<file path="config.mk">
export PLATFORM = sky130hd
export DESIGN_NAME = branch_predictor
export DESIGN_NICKNAME = d
export VERILOG_FILES = /design/src/rtl/branch_predictor.sv
export SDC_FILE = /design/constraint.sdc
export NUM_CORES = 2
export LEC_CHECK = 0
export CAP_MARGIN = 20
export CORE_UTILIZATION = 55
export CTS_CLUSTER_DIAMETER = 80
export DETAILED_ROUTE_END_ITERATION = 8
export PLACE_DENSITY = 0.84
export SLEW_MARGIN = 20
export SYNTH_ARGS = -nofsm -noshare
export SYNTH_HDL_FRONTEND = slang
export SYNTH_SLANG_ARGS = --single-unit
</file>
<file path="constraint.sdc">
create_clock -name clk -period 38 [get_ports clk]
set_clock_uncertainty 0.15 [all_clocks]
set_input_delay 7.6 -clock clk [delete_from_list [all_inputs] [get_ports clk]]
set_output_delay 7.6 -clock clk [all_outputs]
set_load 0.02 [all_outputs]
</file>
<file path="src/rtl/branch_predictor.sv">
// branch_predictor: direct-mapped BTB with 2-bit counters, resolve/redirect and statistics
module branch_predictor #(
  parameter int ENTRIES = 16
) (
  input  logic        clk,
  input  logic        reset,
  input  logic [31:0] if_pc,
  output logic        pred_taken,
  output logic [31:0] pred_target,
  input  logic        ex_valid,
  input  logic        ex_branch,
  input  logic [31:0] ex_pc,
  input  logic        ex_taken,
  input  logic [31:0] ex_target,
  input  logic        ex_pred_taken,
  input  logic [31:0] ex_pred_target,
  output logic        mispredict,
  output logic [31:0] redirect_pc,
  output logic [31:0] branch_count,
  output logic [31:0] mispredict_count
);
  localparam int IDX = $clog2(ENTRIES);
  localparam int TW = 30 - IDX;
  logic            valid_q [ENTRIES];
  logic [TW-1:0]   tag_q   [ENTRIES];
  logic [31:0]     target_q[ENTRIES];
  logic [1:0]      ctr_q   [ENTRIES];
  logic [31:0]     bc_q, bc_d, mc_q, mc_d;
  logic [IDX-1:0]  if_idx, ex_idx;
  logic [TW-1:0]   if_tag, ex_tag;
  logic            if_hit, ex_hit, res, wr_en;
  logic [1:0]      ctr_d;
  logic [31:0]     tgt_d;
  logic            unused_bits;
  assign unused_bits = ^{if_pc[1:0], ex_pc[1:0]};
  assign if_idx = if_pc[IDX+1:2];
  assign if_tag = if_pc[31:IDX+2];
  assign ex_idx = ex_pc[IDX+1:2];
  assign ex_tag = ex_pc[31:IDX+2];
  // Lookup, resolve and training next-state; table reads see pre-update contents
  always_comb begin
    if_hit = valid_q[if_idx] && (tag_q[if_idx] == if_tag);
    pred_taken = if_hit && ctr_q[if_idx][1];
    pred_target = pred_taken ? target_q[if_idx] : if_pc + 32'd4;
    res = ex_valid && ex_branch;
    mispredict = res && ((ex_taken != ex_pred_taken) ||
                 (ex_taken && ex_pred_taken && (ex_target != ex_pred_target)));
    redirect_pc = ex_taken ? ex_target : ex_pc + 32'd4;
    ex_hit = valid_q[ex_idx] && (tag_q[ex_idx] == ex_tag);
    wr_en = res && (ex_hit || ex_taken);
    ctr_d = !ex_hit ? 2'b10 :
            ex_taken ? ((ctr_q[ex_idx] == 2'b11) ? 2'b11 : ctr_q[ex_idx] + 2'b01) :
                       ((ctr_q[ex_idx] == 2'b00) ? 2'b00 : ctr_q[ex_idx] - 2'b01);
    tgt_d = ex_taken ? ex_target : target_q[ex_idx];
    bc_d = (res && (bc_q != '1)) ? bc_q + 32'd1 : bc_q;
    mc_d = (mispredict && (mc_q != '1)) ? mc_q + 32'd1 : mc_q;
  end
  // Table and statistics state; reset wins over any same-edge update
  always_ff @(posedge clk or posedge reset) begin
    if (reset) begin
      for (int i = 0; i < ENTRIES; i++) begin
        valid_q[i] <= 1'b0;
        tag_q[i] <= '0;
        target_q[i] <= '0;
        ctr_q[i] <= 2'b01;
      end
      bc_q <= '0;
      mc_q <= '0;
    end else begin
      if (wr_en) begin
        valid_q[ex_idx] <= 1'b1;
        tag_q[ex_idx] <= ex_tag;
        target_q[ex_idx] <= tgt_d;
        ctr_q[ex_idx] <= ctr_d;
      end
      bc_q <= bc_d;
      mc_q <= mc_d;
    end
  end
  assign branch_count = bc_q;
  assign mispredict_count = mc_q;
endmodule
</file>
==> After elaboration in Yosys (flattened, before gate mapping) <==
Index checks and enable logic that the tools add are counted.
{ "totals": {"regBits": 1040, "out_inout_bits": 130, "wordCells": 141} }
{ "op_classes": {"n_addsub": 6, "order_cmp": 3, "eq_ne": 7, "muxes": 42, "n_bitwise": 3, "reduce_logical": 14} }
{ "ops": {"columns": ["operator", "count"], "rows": [
  ["$bwmux W512", 1],
  ["$bwmux W416", 1],
  ["$bmux W32 S4", 2],
  ["$mux W32", 8],
  ["$bmux W26 S4", 2],
  ["$mux W26", 5],
  ["$demux W32 S4", 1],
  ["$demux W26 S4", 1],
  ["$add A32 B1 Y32 const B", 2],
  ["$add A32 B3 Y32 const B", 2],
  ["$ne A32 B32 Y1 const B", 2],
  ["$eq A26 B26 Y1", 2],
  ["$bwmux W32", 1],
  ["$ne A32 B32 Y1", 1],
  ["$mux W2", 9],
  ["$bmux W2 S4", 2],
  ["$or A16 B16 Y16", 1],
  ["$logic_and A1 B1 Y1", 11],
  ["$ge A5 B5 Y1 const B", 2],
  ["$not A4 Y5", 2],
  ["$bmux W1 S4", 2],
  ["$demux W2 S4", 1],
  ["$lt A5 B1 Y1 const B", 1],
  ["$mux W1", 5],
  ["7 further kinds", 8]
]} }

==> Depth between registers and ports, before layout <==
{ "logic_depth": {"depth_word": 9, "depth_mapped": 16} }

==> Worst setup path before layout <==
No wires, ideal clock.
{ "synth_timing": {"kind": "input to output", "start": "input if_pc[4]", "end": "output pred_target[2]", "t_arrival_ps": 10947, "slack_ps": 19303, "path_stages": 12, "path_buffers": 5, "cell_sequence": "buf_2 buf_1 buf_1 mux4_2 xnor2_1 nand4_1 nor2_1 nand4_1 or4_1 buf_6 buf_12 mux2i_1"} }
{ "synth_between": {"elab_chain_cells": 8, "elab_cells_between_ends": 17, "classes_between": "eq/ne: 1; mux: 13; bitwise: 1; reduce/logical: 2"} }
{ "synth_lines": {"columns": ["item", "line_no", "source"], "rows": [
  ["start: declaration", "7", "input logic [31:0] if_pc,"],
  ["$not A4 Y5 (not written as such) (*)", "42, 43, 44", null],
  ["$bmux W26 S4", "42", "if_hit = valid_q[if_idx] && (tag_q[if_idx] == if_tag);"],
  ["$mux W26 (not written as such) (2 in series)", "42", null],
  ["$eq A26 B26 Y1", "42", null],
  ["$logic_and A1 B1 Y1", "42", null],
  ["$logic_and A1 B1 Y1", "43", "pred_taken = if_hit && ctr_q[if_idx][1];"],
  ["$mux W32 (*)", "44", "pred_target = pred_taken ? target_q[if_idx] : if_pc + 32'd4;"],
  ["end: declaration", "9", "output logic [31:0] pred_target,"]
]} }
Every way passes the cells marked *; elsewhere a longest branch is shown, timed or not. The select of a mux whose other input is x is not followed.

==> Worst setup path after layout <==
{ "layout_timing": {"start": "input if_pc[3]", "end": "output pred_target[31]"} }
{ "layout_between": {"elab_chain_cells": 8, "elab_cells_between_ends": 18, "classes_between": "add/sub: 1; eq/ne: 1; mux: 13; bitwise: 1; reduce/logical: 2"} }
{ "layout_lines": {"columns": ["item", "line_no"], "rows": [
  ["$not A4 Y5 (not written as such)", "42, 43, 44"],
  ["$bmux W26 S4", "42"],
  ["$mux W26 (not written as such) (2 in series)", "42"],
  ["$eq A26 B26 Y1", "42"],
  ["$logic_and A1 B1 Y1", "42"],
  ["$logic_and A1 B1 Y1", "43"],
  ["$mux W32 (*)", "44"]
]} }
Marks and branches as above.

==> impl_results.md <==
* CP delay by family, top: buffers and inverters
* I/O pin count at 264
* R2R Path End: target_q[442]$_DFFE_PP0P_
* Slowest CP cell: buf_4
* Ys async rst share at 100%
* Initial antenna violation count at 10
* CP required at 30.25 ns
* YS warnings at 0
* Worst vdd ir at 32.2 µV
* Total Power at 2950 µW
* CP max FO at 94
* CP Capture Type: primary output
* Final Hold Fails at 0
* Hold_buf cts at 0
* Core area at 104000 µm²
* Congestion Overflow GR at 0
* Antenna viol nets, final at 0
* H-tree levels at 3
* TritonCTS Buffers at 108
* # DRC at 0
* RSZ-0062 raised after global routing: no
* Worst R2R Setup Slack at 32.26 ns
* Routed Wire Length at 170000 µm
* Worst Setup Start Kind: primary input
* Max-cap violations at 0
* Hold EP: mispredict_count[9]$_DFFE_PP0P_
* Dpl ws at 16.39 ns
* GR Util met2 at 47.7%
* Post-synth EDFFs at 0
* Area Overhead vs Synth at 11.5%
* Row count at 118
* Hold Startpoint: mispredict_count[9]$_DFFE_PP0P_
* R2R cell count at 11
* CP Cell Sequence: buf_8, buf_4, buf_4, mux4_2, mux4_2, xnor2_1, or4b_1, or4_2, buf_4, mux2_2, clkdlybuf4s50_1
* Number of synthesized register bits at 1040
* Post-Syn Area at 58100 µm²
* Ratio of cells with drive above 1 in the final layout at 44.6%
* First-pass GRT wire length at 256000 µm
* Clock share of power at 37.4%
* Combinational Power Share at 17.6%
* Starting DRT DRC Count at 4677
* Clock Pin Slew Worst Setup and Hold Paths at 0.06 ns
* RePlAce Congestion at 0.932
* Detailed placer's ending HPWL at 104000 µm
* CTS Buffer Depth at 3
* Die width at 327 µm
* CP max stage delay at 0.83 ns
* Vias in the first global route at 39100
* Hold depth at 1
* Worst-Margin Slew at 1.13 ns
* Met3 Usage GRT at 11.3%
* Pwr/cell area at 45.6 nW/µm²
* Worst skew pair latency at 0.71 ns
* Buffers added on ports at 263
* Placed Cells at 5230
* Tightest Hold Check Type: flop to flop
* Sequential-to-total area share from yosys stat at 44.9%
* Worst reg2reg startpoint: tag_q[15]$_DFFE_PP0P_
* Die area at 107000 µm²
* Fin. max-slew vios at 0
* Critical path buffers and inverters at 5
* Reg power frac at 45.0%
* Synth top area cells: dfrtp_1, mux4_2, mux2_2
* Commonest non-fill, non-tap cell in the layout: dfrtp_1
* Synth cell types at 72
* Internal power at 2160 µW
* Sw frac at 26.8%
* CTS Root Cell: clkbuf_16
* Status: finished, final reports clean
* Vias at 37800
* DR pass1 iterations at 8
* Primary FF master, synth: dfrtp_1
* Cell mode on critical path: buf_4
* Grt met1 use at 42.6%
* Die Ht at 327 µm
* Clk sink count at 1040
* Final net count at 4103
* Commonest cells after routing, fill and taps aside: dfrtp_1, mux2_2, mux4_2
* Switching power at 792 µW
* WL/cell at 31.3 µm
* Minimum clock period at 21.77 ns
* Final period utilization at 57.3%
* Filler cells at 7440
* Leak at 0.0285 µW
* Overall Global Routing Usage at 32.3%
* Final setup vio count at 0
* Syn nets at 4021
* Arr. time, crit path at 14.02 ns
* Largest net degree at the start of global routing at 184
* Initial core utilization at 55.8%
* Share of the synthesized area in the top cell type at 44.1%
* Worst rel slew slack at 24.8%
* Setup WS post-layout at 16.23 ns
* Setup_tns at 0 ns
* Fmax at 0.0459 GHz
* Yosys top cell by area: dfrtp_1
* GR peak layer: met2
* Drt via density at 6.95
* Final std cells w/o fill at 5435
* WS Path Type: primary input to primary output
* Syn Area/Cell at 15.0 µm²
* CTS resizes at 0
* Post CTS Setup Buffer Count at 0
* CTS tree: yes
* Syn Inst Count at 3879
-- cells by family after synthesis --
kind of cell             after synthesis  share of synthesized area, %
AO/OA/AOI/OAI                        164                          2.01
buffers and inverters                402                          4.01
adder cells (fa/ha/maj)               10                         0.207
flip-flops                          1040                          44.9
XOR/XNOR                             200                          3.03
multiplexers                        1596                          42.0
AND/OR/NAND/NOR                      467                          3.85
-- power groups by stage --
| stage | clock network [µW] | logic, µW | registers (µW) |
|---|---|---|---|
| 2_1_floorplan | 0 | 370 | 1320 |
| 3_3_place_gp | 0 | 497 | 1330 |
| 3_5_place_dp | 0 | 510 | 1340 |
| 4_1_cts | 1110 | 515 | 1320 |
| 5_1_grt | 1160 | 548 | 1340 |
| 6_report | 1100 | 520 | 1330 |
-- registers in the layout, indices dropped and copies added, names as in the netlist --
name	flops
mispredict_count	32
target_q	512
ctr_q	32
branch_count	32
valid_q	16
tag_q	416
-- Yosys cell counts, types with 9 or more instances --
| cell | instances |
|---|---|
| nor2_1 | 65 |
| clkbuf_1 | 139 |
| o21ai_0 | 47 |
| mux2_2 | 911 |
| buf_4 | 40 |
| buf_2 | 86 |
| mux4_4 | 72 |
| a221oi_1 | 9 |
| dfstp_2 | 16 |
| nor4_1 | 14 |
| a21oi_1 | 10 |
| buf_1 | 32 |
| mux2_4 | 29 |
| a31o_2 | 9 |
| xor2_1 | 84 |
| dfrtp_1 | 1024 |
| inv_1 | 33 |
| nor3_1 | 18 |
| mux4_2 | 462 |
| nand4_1 | 37 |
| or2_2 | 18 |
| a22oi_1 | 10 |
| mux2i_1 | 69 |
| buf_6 | 65 |
| xnor2_1 | 115 |
| and2_1 | 15 |
| nand2_1 | 192 |
| mux2_1 | 38 |
| nand3_1 | 54 |
| mux4_1 | 15 |
| and3_1 | 21 |
-- stage by stage --
stage               utilization [%]  hold slack (ns)  area [µm²]
floorplan                         -            0.307       58100
finish                         62.2            0.346       64700
CTS                            62.1            0.346       64700
detailed placement             58.6            0.332       61000
global placement               58.6            0.329       61000
global route                   62.2            0.361       64700
-- per-layer routing --
layer | up-vias | routed length (µm)
met5 | - | 310
met4 | 10 | 9310
met3 | 512 | 21000
met2 | 2309 | 76700
met1 | 20000 | 63000
li1 | 15000 | -
-- worst max path at each step --
stage,startpoint,to,slack [ns],depth (start not counted)
floorplan,reset,branch_count[0]$_DFFE_PP0P_,1.01,1
finish,if_pc[3],pred_target[31],16.23,11
global placement,if_pc[3],pred_target[31],16.42,11
detailed placement,if_pc[3],pred_target[31],16.39,11
CTS,if_pc[3],pred_target[31],16.38,11
global route,if_pc[3],pred_target[31],16.14,11
-- area by class of cell --
cell class | instances | area [µm²] | share of cell area (%)
Antenna cell | 4 | 10.0 | 0.0155
Multi-Input combinational cell | 2437 | 29800 | 46.1
Timing Repair Buffer | 339 | 3280 | 5.07
Clock buffer | 152 | 3110 | 4.80
Sequential cell | 1040 | 26000 | 40.2
Inverter | 35 | 141 | 0.218
Tap cell | 1380 | 1730 | 2.67
Clock inverter | 48 | 571 | 0.882
No activity file was read; power rests on OpenSTA's default activity.
